File: src/rtl/mem_arbiter_6502.sv
// Shares one SRAM between a 6502-style CPU and a DMA requester. Each bus cycle is
// two clocks: phase 0 clocks the CPU, phase 1 clocks the SRAM.
module mem_arbiter_6502 #(
    parameter int unsigned MAX_DMA_BURST = 4
) (
    input  logic        clk,
    input  logic        reset_n,

    input  logic [15:0] cpu_address,
    input  logic        cpu_read_not_write,
    input  logic [7:0]  cpu_data_out,
    input  logic        cpu_ba,
    output logic        cpu_ready,
    output logic        cpu_clk_enable,
    output logic [7:0]  cpu_data_in,

    input  logic        dma_req,
    input  logic [15:0] dma_address,
    input  logic        dma_read_not_write,
    input  logic [7:0]  dma_write_data,
    output logic        dma_ack,
    output logic        dma_read_valid,
    output logic [7:0]  dma_read_data,

    output logic        sram_clk_enable,
    output logic        sram_select,
    output logic [15:0] sram_address,
    output logic        sram_read_not_write,
    output logic        sram_write_enable,
    output logic [7:0]  sram_write_data,
    input  logic [7:0]  sram_read_data
);

    typedef enum logic [1:0] {
        CPU_OWN,
        DMA_WAIT,
        DMA_OWN
    } state_t;

    localparam logic [3:0] BURST_LIMIT = 4'(MAX_DMA_BURST);

    state_t      state_q, state_d;
    logic        phase_q;
    logic [3:0]  burst_q, burst_d;
    logic        rd_valid_q;
    logic [7:0]  rd_data_q;
    logic        dma_owns;
    logic        grant;

    assign dma_owns = (state_q == DMA_OWN);
    assign grant    = dma_owns & phase_q;

    always_comb begin
        state_d = state_q;
        burst_d = burst_q;
        case (state_q)
            CPU_OWN: begin
                burst_d = '0;
                if (dma_req) state_d = DMA_WAIT;
            end
            DMA_WAIT: begin
                // ba stays low through CPU write cycles, so the wait can last several bus cycles
                if (!dma_req) begin
                    state_d = CPU_OWN;
                    burst_d = '0;
                end else if (cpu_ba) begin
                    state_d = DMA_OWN;
                end
            end
            DMA_OWN: begin
                if (!dma_req || (burst_q + 4'd1) == BURST_LIMIT) begin
                    state_d = CPU_OWN;
                    burst_d = '0;
                end else begin
                    burst_d = burst_q + 4'd1;
                end
            end
            default: begin
                state_d = CPU_OWN;
                burst_d = '0;
            end
        endcase
    end

    always_ff @(posedge clk) begin
        if (!reset_n) begin
            phase_q    <= 1'b0;
            state_q    <= CPU_OWN;
            burst_q    <= '0;
            rd_valid_q <= 1'b0;
            rd_data_q  <= '0;
        end else begin
            phase_q    <= ~phase_q;
            if (phase_q) begin
                state_q <= state_d;
                burst_q <= burst_d;
            end
            rd_valid_q <= grant & dma_read_not_write;
            if (grant && dma_read_not_write) rd_data_q <= sram_read_data;
        end
    end

    assign cpu_clk_enable      = ~phase_q;
    assign sram_clk_enable     = phase_q;
    assign cpu_ready           = (state_q == CPU_OWN);
    assign cpu_data_in         = sram_read_data;

    assign dma_ack             = grant;
    assign dma_read_valid      = rd_valid_q;
    assign dma_read_data       = rd_data_q;

    assign sram_select         = 1'b1;
    assign sram_address        = dma_owns ? dma_address        : cpu_address;
    assign sram_read_not_write = dma_owns ? dma_read_not_write : cpu_read_not_write;
    assign sram_write_data     = dma_owns ? dma_write_data     : cpu_data_out;
    assign sram_write_enable   = ~sram_read_not_write;

endmodule
File: config.mk
export PLATFORM = sky130hd
export DESIGN_NAME = mem_arbiter_6502
export DESIGN_NICKNAME = d
export VERILOG_FILES = /design/src/rtl/mem_arbiter_6502.sv
export SDC_FILE = /design/constraint.sdc
export NUM_CORES = 1
export LEC_CHECK = 0
export CAP_MARGIN = 20
export CORE_MARGIN = 2
export CORE_UTILIZATION = 30
export DETAILED_ROUTE_END_ITERATION = 6
export PLACE_DENSITY = 0.81
export SKIP_CTS_REPAIR_TIMING = 1
export SLEW_MARGIN = 40
export SYNTH_ARGS = -nofsm -noshare
export SYNTH_HDL_FRONTEND = slang
export SYNTH_SLANG_ARGS = --single-unit
File: constraint.sdc
create_clock -name clk -period 2 [get_ports clk]
set_clock_uncertainty 0.05 [all_clocks]
set_input_delay 0.5 -clock clk [delete_from_list [all_inputs] [get_ports clk]]
set_output_delay 0.5 -clock clk [all_outputs]
set_load 0.03 [all_outputs]
==> reports/metrics.cfg, run 1 <==
[run_status]
outcome = finished with violations
violations = negative setup slack

[logic_synthesis]
synthCells = 127
syn_nets = 191
synthFlopType = dfxtp_1
synth_area_um2 = 1130
ys.warnings.count = 0
yosysSeqAreaShare = 0.284
syn_avg_cell_area_um2 = 8.87
synth.distinct_cells = 32
synthArstFlopShare = 0
synth-edff-count = 0
synth-seq-cells = 16

[sta]
finalHoldViolCount = 0
layout_setup_ws_ps = -33.3
maxSlewViolCount = 0
fmax_ghz = 0.492
min_period_ps = 2030
fin_setup_tns_ps = -53.8
whs_ps = 403
fin_crit_sh = 1.02
rsz0062_at_grt = true
finalSetupViolCount = 6

[clock_network]
clk_latency_ps = 250
numCtsBuffers = 3
root_buffer = clkbuf_8
cts_max_path_buffers = 2
clkTransAtPathRegs_ps = 70
tritoncts = yes
cts_sinks = 16
ctsHtreeMaxLevel = 1

[route]
postRouteAntennaNets = 0
wirelength_mm = 3.64
vias_per_cell = 4.45
drtIter0Drc = 39
firstDrtPassIters = 4
drcViolationCount = 0
wl_per_cell_um = 12.9
num_vias = 1258

[hold_path]
holdPathStages = 2
holdCritPathClass = flop to flop

[finish]
utilization = 0.628
fin_nets = 300
layoutNonFillerInstCount = 283
drive_gt1_frac = 0.277
fill_cells = 310
antenna_cells = 0
syn2layout_area_growth_pct = 103

[place]
dp_hpwl_mm = 2.94
place_inst = 278
pre_cts_ws_ps = -346
portBuffers = 108
gp_congestion = 0.789

[grt]
first_global_vias = 1140
grt-ovfl-total = 0
track_usage = 0.160
grt_pass1_wl_mm = 5.42
grt_max_degree = 16
antenna_found_initial = 0

[power]
p_per_area_nw_per_um2 = 425
vdd_drop_max_uv = 315
p_leak_nw = 0.949

[worst_setup_path]
rr_worst_depth = 7
worstPathRequired_ps = 1450
critical_path_class = flop to output pin
critPathLaunchType = flop
cp_max_fo = 6
arrival_ps = 1480
end_kind = output pin

[floorplanning]
start_util = 0.310
ios = 110
core_region_area_um2 = 3630
rows = 22
die_x_um = 65.3
die_h_um = 65.3
dieArea_um2 = 4260

[run]
max-cap-violations = 0

## layout by cell type (no fill, tap or decap)
| master | Yosys | routed |
|---|---|---|
| o21ai_0 | 1 | 1 |
| nor2_1 | 2 | 2 |
| o21ai_1 | 1 | 1 |
| a31o_1 | 1 | 1 |
| nand2_1 | 24 | 24 |
| buf_4 | 12 | 16 |
| mux2i_4 | 0 | 1 |
| nor3_2 | 1 | 1 |
| inv_2 | 1 | 1 |
| nand3_1 | 5 | 5 |
| buf_2 | 1 | 15 |
| inv_1 | 2 | 2 |
| nor2b_4 | 1 | 1 |
| and3_1 | 1 | 1 |
| and2_1 | 1 | 1 |
| nand4_1 | 1 | 1 |
| nor2b_1 | 5 | 5 |
| mux2_4 | 0 | 7 |
| buf_12 | 0 | 1 |
| nand4b_1 | 1 | 1 |
| o21a_1 | 2 | 2 |
| a21boi_2 | 1 | 1 |
| a211o_1 | 1 | 1 |
| nand2_2 | 1 | 1 |
| nor3_1 | 1 | 1 |
| dlymetal6s2s_1 | 0 | 3 |
| clkdlybuf4s50_1 | 0 | 70 |
| a31oi_2 | 1 | 1 |
| ha_1 | 2 | 2 |
| mux2_1 | 24 | 17 |
| a21boi_1 | 11 | 11 |
| conb_1 | 1 | 1 |
| a21oi_1 | 2 | 2 |
| dfxtp_2 | 0 | 1 |
| dfxtp_1 | 16 | 15 |
| buf_6 | 1 | 14 |
| clkbuf_8 | 0 | 4 |
## where the power goes
| part | internal, mW | leakage, nW | switching [mW] |
|---|---|---|---|
| combinational | 0.197 | 0.790 | 0.160 |
| sequential | 0.322 | 0.130 | 0.00460 |
| clock | 0.175 | 0.0288 | 0.113 |
| total | 0.693 | 0.949 | 0.277 |
## sequential cells by signal (all words and copies together), names as in the netlist
name and cells:
dma_read_data 8, state_q 2, dma_read_valid 1, sram_clk_enable 1, burst_q 4
## metrics by stage
stage	cell area, um2	power (mW)
after floorplan	1140	0.489
after global placement	2230	0.690
after detailed placement	2230	0.694
after CTS	2280	0.983
after global routing	2280	1.01
final	2280	0.970
## per-layer routing
metal / share of wire / global-route usage / vias to the layer above
met3: 0.080 / 0.0360 / 2
li1: - / - / 643
met1: 0.43 / 0.186 / 562
met4: 0.0044 / 0.0547 / 0
met2: 0.49 / 0.288 / 51
met5: 0 / 0 / -
## cells by family (layout without fill, tap and decap cells)
group           Yosys count  after routing  synth area share
simple gates             44             44             0.192
mux                      25             25             0.249
compound gates           21             21             0.141
buf+inv                  18            126             0.108
flops                    16             16             0.284
fa+ha+maj                 2              2            0.0222
other cells               1              1           0.00333
## critical path, stage by stage, from the launching register on
cell	delay [ps]
dfxtp_2	330
nor2b_4	200
buf_6	160
buf_6	110
mux2i_4	230
inv_1	80
buf_6	140
## cell usage after synthesis (2+ instances only)
cell	count	share of area
mux2_1	24	0.24
nand2_1	24	0.080
dfxtp_1	16	0.28
buf_4	12	0.080
a21boi_1	11	0.073
nand3_1	5	0.022
nor2b_1	5	0.028
a21oi_1	2	0.0089
ha_1	2	0.022
inv_1	2	0.0067
nor2_1	2	0.0067
o21a_1	2	0.013
## area by class of cell
type                       instances  area (um2)  share of cell area
multi-input combinational         93         723               0.317
tap                               48        60.1              0.0263
timing repair buffer             119        1110               0.487
sequential                        16         322               0.141
clock buffer                       4        55.1              0.0241
inverter                           3        11.3             0.00493
## path summary, 6_finish.rpt
path,from,to,slack [ps]
hold reg to reg,dma_read_data[2],dma_read_data[2],400
setup reg to reg,state_q[1],dma_read_data[0],330
hold / removal,dma_read_data[2],dma_read_data[2],400
setup / recovery,state_q[1],sram_read_not_write,-30
Note: power is estimated with default switching activity, not from simulation.
==> run 2: changes to the inputs <==
--- a/config.mk
+++ b/config.mk
@@ -15,3 +15,4 @@
 export SYNTH_ARGS = -nofsm -noshare
 export SYNTH_HDL_FRONTEND = slang
 export SYNTH_SLANG_ARGS = --single-unit
+export TNS_END_PERCENT = 50
==> run 2 against run 1 <==
  * The run still ends with negative setup slack left
  * Clock-buffer cell count did not move
  * Flip-flop and latch count did not move
  * Cell area down 2.0%
  * Combinational power decreased by 3%
  * Sequential power about the same
  * First-iteration DRC count decreased by 7.7%
  * Setup slack better by 26 ps
  * Fmax grew 1.3%
==> reports/metrics.cfg, run 2 (synthesized netlist as in run 1, its figures left out) <==
[run_status]
outcome = finished with violations
violations = negative setup slack

[floorplanning]
rows = 22
die_h_um = 65.3
ios = 110
start_util = 0.310
dieArea_um2 = 4260
core_region_area_um2 = 3630
die_x_um = 65.3

[place]
pre_cts_ws_ps = -346
portBuffers = 108
gp_congestion = 0.789
place_inst = 278
dp_hpwl_mm = 2.94

[power]
power.total_uw = 957
p_leak_nw = 0.928
p_per_area_nw_per_um2 = 428
vdd_drop_max_uv = 315

[sta]
fmax_ghz = 0.498
finalHoldViolCount = 0
layout_setup_ws_ps = -7.60
rsz0062_at_grt = true
min_period_ps = 2010
finalSetupViolCount = 5
maxSlewViolCount = 0
fin_crit_sh = 1.00

[clock_network]
numCtsBuffers = 3
tritoncts = yes
clkTransAtPathRegs_ps = 70
root_buffer = clkbuf_8
clk_latency_ps = 250
ctsHtreeMaxLevel = 1
cts_sinks = 16
cts_max_path_buffers = 2

[hold_path]
holdCritPathClass = flop to flop

[worst_setup_path]
r2r_slack_ps = 330
endpoint = sram_address[4]
timing.rr.start = state_q[1]
cp_max_fo = 15
rr_worst_depth = 7
r2r-end = dma_read_data[0]
arrival_ps = 1460
end_kind = output pin
critical_path_class = flop to output pin
crit_start = state_q[1]
worstPathRequired_ps = 1450
critPathLaunchType = flop

[grt]
met2_usage = 0.288
use_met1 = 0.186
antenna_found_initial = 0
grt-ovfl-total = 0
grt_use_met3 = 0.0360
first_global_vias = 1140
grt_busiest_layer = met2
grt_max_degree = 16
grt_pass1_wl_mm = 5.42
track_usage = 0.160

[finish]
final_cell_mix = clkdlybuf4s50_1, nand2_1, mux2_1, buf_2, buf_4
fin_nets = 300
layoutNonFillerInstCount = 283
largest_reg_flops = 8
antenna_cells = 0
drive_gt1_frac = 0.264
final_common_cell = clkdlybuf4s50_1
syn2layout_area_growth_pct = 98.6

[route]
postRouteAntennaNets = 0
firstDrtPassIters = 4
wirelength_mm = 3.61
drcViolationCount = 0
drtIter0Drc = 36
vias_per_cell = 4.44
wl_per_cell_um = 12.8
num_vias = 1257

[run]
max-cap-violations = 0

[run 2: cell types whose count changed in the layout (fill, tap and decap cells not counted)]
cell | previous run | this run
buf_6 | 14 | 8
buf_2 | 15 | 20
mux2_1 | 17 | 20
mux2_4 | 7 | 4
buf_4 | 16 | 17
[run 2: critical path: stages, from the launching register on]
cell     delay (ps)
dfxtp_2         330
nor2b_4         200
buf_12          170
mux2_1          330
buf_2           180
[run 2: how the worst min path moves through the flow]
stage / from / to / slack [ps] / cells past startpoint
2_1_floorplan: burst_q[1] / burst_q[1] / 430 / 2
4_1_cts: dma_read_data[2] / dma_read_data[2] / 410 / 2
5_1_grt: dma_read_data[2] / dma_read_data[2] / 430 / 2
3_3_place_gp: dma_read_data[7] / dma_read_data[7] / 390 / 2
3_5_place_dp: dma_read_data[2] / dma_read_data[2] / 400 / 2
6_report: dma_read_data[2] / dma_read_data[2] / 400 / 2
[run 2: final cells by class]
class                      count  area (um2)
inverter                       3        11.3
timing repair buffer         119        1080
tap                           48        60.1
clock buffer                   4        55.1
fill                         320        1400
sequential                    16         322
multi-input combinational     93         712
[run 2: routing by layer]
| layer | wire length, um | vias to the layer above |
|---|---|---|
| met4 | 16 | 0 |
| met3 | 317 | 2 |
| met2 | 1750 | 51 |
| li1 | - | 643 |
| met5 | 0 | - |
| met1 | 1530 | 561 |
[run 2: report_power, final]
group / internal, mW / leakage, nW / switching, mW / total (mW)
registers: 0.322 / 0.130 / 0.00460 / 0.327
clock network: 0.175 / 0.0288 / 0.113 / 0.287
logic: 0.186 / 0.770 / 0.158 / 0.344
total: 0.683 / 0.928 / 0.275 / 0.957
[run 2: through the flow]
| step | setup TNS, ps | utilization | instance area [um2] | hold WS (ps) |
|---|---|---|---|---|
| floorplan | 0 | - | 1140 | 426 |
| global route | -1290 | 0.615 | 2240 | 425 |
| CTS | -10510 | 0.629 | 2280 | 405 |
| finish | -22.8 | 0.615 | 2240 | 403 |
| detailed placement | -8000 | 0.614 | 2230 | 397 |
| global placement | -7790 | 0.614 | 2230 | 391 |
